[src/rtl/fifo16_pkg.sv]
// Shared word type and helpers for the 16-bit synchronous FIFO.
package fifo16_pkg;
  localparam int unsigned WORD_W = 16;

  typedef logic [WORD_W-1:0] word_t;

  function automatic logic is_pow2(input int unsigned v);
    return (v != 0) && ((v & (v - 1)) == 0);
  endfunction
endpackage

[src/rtl/fifo16_mem.sv]
// DEPTH x 16 storage: one synchronous write port, one asynchronous read port, no reset.
module fifo16_mem
  import fifo16_pkg::*;
#(
  parameter int unsigned DEPTH = 4,
  parameter int unsigned AW    = 2
) (
  input  logic              clk,
  input  logic              we,
  input  logic [AW-1:0]     waddr,
  input  logic [WORD_W-1:0] wdata,
  input  logic [AW-1:0]     raddr,
  output logic [WORD_W-1:0] rdata
);
  word_t mem [DEPTH];

  always_ff @(posedge clk) begin
    if (we) mem[waddr] <= wdata;
  end

  assign rdata = mem[raddr];
endmodule

[src/rtl/fifo16_sync.sv]
// Single-clock show-ahead FIFO for 16-bit words with registered overflow/underflow pulses.
module fifo16_sync
  import fifo16_pkg::*;
#(
  parameter  int unsigned DEPTH = 4,
  localparam int unsigned AW    = $clog2(DEPTH)
) (
  input  logic              clk,
  input  logic              reset,
  input  logic              wr_en,
  input  logic [WORD_W-1:0] wr_data,
  input  logic              rd_en,
  output logic [WORD_W-1:0] rd_data,
  output logic              full,
  output logic              empty,
  output logic [AW:0]       count,
  output logic              overflow,
  output logic              underflow
);
  if (!is_pow2(DEPTH) || DEPTH < 2) begin : g_bad_depth
    $error("fifo16_sync: DEPTH must be a power of two and at least 2");
  end

  logic [AW-1:0] wr_ptr;
  logic [AW-1:0] rd_ptr;
  logic          do_push;
  logic          do_pop;

  // Flags decode the registered count only, so storage contents never reach them.
  assign full    = (count == (AW+1)'(DEPTH));
  assign empty   = (count == '0);
  assign do_push = wr_en & (~full | rd_en);
  assign do_pop  = rd_en & ~empty;

  fifo16_mem #(
    .DEPTH (DEPTH),
    .AW    (AW)
  ) u_mem (
    .clk   (clk),
    .we    (do_push),
    .waddr (wr_ptr),
    .wdata (wr_data),
    .raddr (rd_ptr),
    .rdata (rd_data)
  );

  always_ff @(posedge clk or posedge reset) begin
    if (reset) begin
      wr_ptr    <= '0;
      rd_ptr    <= '0;
      count     <= '0;
      overflow  <= 1'b0;
      underflow <= 1'b0;
    end else begin
      if (do_push) wr_ptr <= wr_ptr + 1'b1;
      if (do_pop)  rd_ptr <= rd_ptr + 1'b1;
      case ({do_push, do_pop})
        2'b10:   count <= count + 1'b1;
        2'b01:   count <= count - 1'b1;
        default: count <= count;
      endcase
      overflow  <= wr_en & full & ~rd_en;
      underflow <= rd_en & empty;
    end
  end
endmodule

[config.mk]
export PLATFORM = sky130hd
export DESIGN_NAME = fifo16_sync
export DESIGN_NICKNAME = d
export VERILOG_FILES = /design/src/rtl/fifo16_pkg.sv /design/src/rtl/fifo16_mem.sv /design/src/rtl/fifo16_sync.sv
export SDC_FILE = /design/constraint.sdc
export NUM_CORES = 1
export LEC_CHECK = 0
export ABC_AREA = 1
export BUFFER_PORTS_ARGS = -buffer_cell sky130_fd_sc_hd__buf_2
export CAP_MARGIN = 20
export CORE_MARGIN = 3
export CORE_UTILIZATION = 25
export CTS_BUF_LIST = sky130_fd_sc_hd__clkbuf_8
export CTS_CLUSTER_DIAMETER = 80
export DETAILED_ROUTE_END_ITERATION = 12
export GPL_TIMING_DRIVEN = 0
export HOLD_SLACK_MARGIN = 0.05
export PLACE_DENSITY = 0.41
export SETUP_SLACK_MARGIN = 0.4
export SLEW_MARGIN = 20
export SYNTH_ARGS = -nofsm -noshare
export SYNTH_HDL_FRONTEND = slang
export SYNTH_SLANG_ARGS = --single-unit
[constraint.sdc]
create_clock -name clk -period 2.17 [get_ports clk]
set_input_delay 0.217 -clock clk [delete_from_list [all_inputs] [get_ports clk]]
set_output_delay 0.217 -clock clk [all_outputs]
set_load 0.01 [all_outputs]
==> metrics.csv <==
stage;metric;value;unit
grt;grt_pass1_wl;10700;µm
placement;dp_cells;429;
layout;drive_above_1_share;36.4;%
grt;grt.overflow.total;0;
placement;gp_congestion;0.708;
synth;synth-seq-cells;73;
worst_setup_path;rrSetupSlack;0.48;ns
clock_tree;cts_made_buffers;9;
routing;viasPerCell;4.33;
floorplan;ios;43;
worst_setup_path;cp-start-kind;flip-flop;
status;status;finished, final reports clean;
flow_run;maxCapViolations;0;
routing;wl_per_cell;15.3;µm
pwr;max-vdd-ir-drop;0.404;mV
floorplan;dieArea;13400;µm²
clock_tree;cts_root_buf;clkbuf_8;
timing;clock_skew;0.00370;ns
timing;postLayoutSetupSlackWorst;0.442;ns
layout;final_util;34.3;%
min_path;hold_class;input port to flip-flop;
timing;holdWs;0.0848;ns
floorplan;start_util;25.9;%
pwr;p_sw_share;35.9;%
synth;synth_top_area_share;63.8;%
floorplan;die_x;116;µm
synth;syn_inst;240;
floorplan;die_h;116;µm
worst_setup_path;crit_path_cell_trace;buf_8 -> clkinv_8 -> buf_4 -> o21ai_0 -> o21ai_1 -> buf_2;
worst_setup_path;critPathMaxStageDelay;0.36;ns
pwr;netSwitchingPower;2.00;mW
worst_setup_path;crit_end;rd_data[15];
layout;syn_to_final_growth;32.4;%
synth;ys_top_cells_by_area;edfxtp_1 64%, dfrtp_1 7.5%, o21ai_1 7.5%;
pwr;p_total;5.56;mW
worst_setup_path;critPathLaunch;rd_ptr[0];
synth;syn_nets;266;
timing;setup_viol;0;
worst_setup_path;r2r_cells;8;
synth;synth_area_per_cell;12.5;µm²
timing;fmax;579;MHz
placement;io_buffers;42;
worst_setup_path;arrival;1.51;ns
worst_setup_path;critPathTopFamily;buffers and inverters;
timing;report.final.slew_viol_count;0;
grt;track_usage;11.1;%
synth;yosys_warnings;0;
routing;drc;0;
clock_tree;h-tree-depth;3;
timing;fin_crit;1.73;ns
synth;synth_area_leader_cell;edfxtp_1;
timing;hold_violations;0;
worst_setup_path;path_depth;6;
layout;antenna_cells;0;
placement;dp_slack;0.294;ns
grt;grt_max_degree;13;
clock_tree;cts_num_sinks;73;
layout;final_cells;459;
clock_tree;cts_tree;yes;
grt;grt_pass1_vias;1917;
routing;postRouteAntennaNets;0;
layout;nNetsFinal;338;
synth;ys_seq_area_share;71.3;%
clock_tree;worstSkewPairLatency;0.34;ns
worst_setup_path;crit_path_end_kind;primary output;
floorplan;fp.coreArea;11600;µm²
placement;dp_hpwl;4520;µm
pwr;p_seq_share;34.9;%
worst_setup_path;path_max_fanout;6;
pwr;power.density;1400;nW/µm²
pwr;clockPowerShare;20.5;%
worst_setup_path;cp_slowest_cell;dfrtp_1;
worst_setup_path;required;1.95;ns
timing;worstMarginPinSlew;0.380;ns
pwr;combPwrFrac;44.6;%
timing;rsz0062_at_grt;yes;
pwr;internal-power;3.57;mW
synth;synth_cell_types;22;
min_path;hold_depth;1;
routing;drtIter0Drc;101;
synth;synth_area;3010;µm²
clock_tree;cts_buffer_depth;2;
routing;wl;7020;µm
floorplan;rows;39;
worst_setup_path;timing.rr.end;count[1];
worst_setup_path;worstReg2RegStart;count[0];
worst_setup_path;critical_path_class;flip-flop to primary output;
routing;vias;1986;
pwr;leakagePower;1.55;nW
worst_setup_path;worst-path-buf-inv;4;
timing;min_period_over_period;79.7;%
clock_tree;clkTransAtPathRegs;0.08;ns
routing;first_pass_iters;4;
timing;relSlewSlack;74.7;%
grt;antenna_found_initial;0;
[power groups by stage]
stage	Combinational, mW	Sequential, mW	Clock [mW]
2_1_floorplan	1.24	1.97	0
3_3_place_gp	1.94	1.97	0
3_5_place_dp	2.02	1.97	0
4_1_cts	2.15	1.92	1.18
5_1_grt	2.75	1.97	1.23
6_report	2.48	1.94	1.14
[area by class of cell]
type | instances | area [µm²]
Fill cell | 1191 | 7630
Sequential cell | 73 | 2150
Multi-Input combinational cell | 138 | 787
Timing Repair Buffer | 61 | 417
Tap cell | 143 | 179
Buffer | 10 | 160
Clock buffer | 9 | 124
Inverter | 19 | 86.3
Clock inverter | 6 | 85.1
[flip-flops by register name, indices dropped and copies added, names as in the netlist]
name	flops
underflow	1
u_mem.mem	64
count	3
wr_ptr	2
rd_ptr	2
overflow	1
[worst min path at each step]
stage                startpoint                to  slack (ns)
CTS                 wr_data[10]  u_mem.mem[3][10]        0.07
global route         wr_data[8]   u_mem.mem[3][8]        0.07
detailed placement        reset          overflow        0.22
global placement          reset          overflow        0.21
finish               wr_data[5]   u_mem.mem[2][5]        0.08
floorplan                 reset          count[0]        0.04
[cell families after synthesis]
| family | share of synthesized area (%) |
|---|---|
| flops | 71.3 |
| buf+inv | 6.40 |
| xor+xnor | 0.291 |
| simple gates | 11.1 |
| fa+ha+maj | 2.74 |
| compound gates | 8.15 |
[layout by cell type, fill, tap and decap left out, types with 2 or more instances in the layout]
cell        n
bufinv_16   2
nor2_1     43
dfrtp_1     9
clkbuf_8    9
buf_4      11
nor2_2      7
buf_2      42
inv_1      17
o21ai_2     9
nand3_1     5
buf_8       3
nand2_2     3
clkbuf_16   2
buf_6       7
o21ai_1    38
nand2_1    15
edfxtp_1   64
buf_12      5
ha_1        4
o21ai_0     2
nor2_4      5
[per-stage QoR]
stage	cell area [µm²]	setup TNS, ns
after floorplan	3010	0
after global placement	3400	-16.58
after detailed placement	3460	0
after CTS	3760	0
after global routing	3990	0
final	3990	0
[synthesized netlist by cell type, drive strengths merged]
| cell | instances |
|---|---|
| dfrtp | 9 |
| o21ai | 49 |
| fa | 1 |
| inv | 19 |
| buf | 10 |
| nand4 | 1 |
| nand2 | 19 |
| edfxtp | 64 |
| nand3 | 6 |
| xnor2 | 1 |
| ha | 5 |
| nor3 | 1 |
| nor2 | 55 |
[what timing repair did]
action / 4_1_cts / 5_1_grt
gates cloned: 0 / 2
hold buffers: 1 / 0
setup endpoints to repair: 30 / 36
hold endpoints to repair: 9 / 0
gates resized for setup: 10 / 36
setup buffers: 6 / 6
pin swaps: 6 / 7
[routing by layer]
layer | share of wire [%] | track usage (%)
met5 | 0 | 0
met4 | 1.9 | 6.03
met2 | 49 | 17.6
met3 | 3.7 | 1.93
met1 | 45 | 14.5
Power figures use the tool's default switching activity.
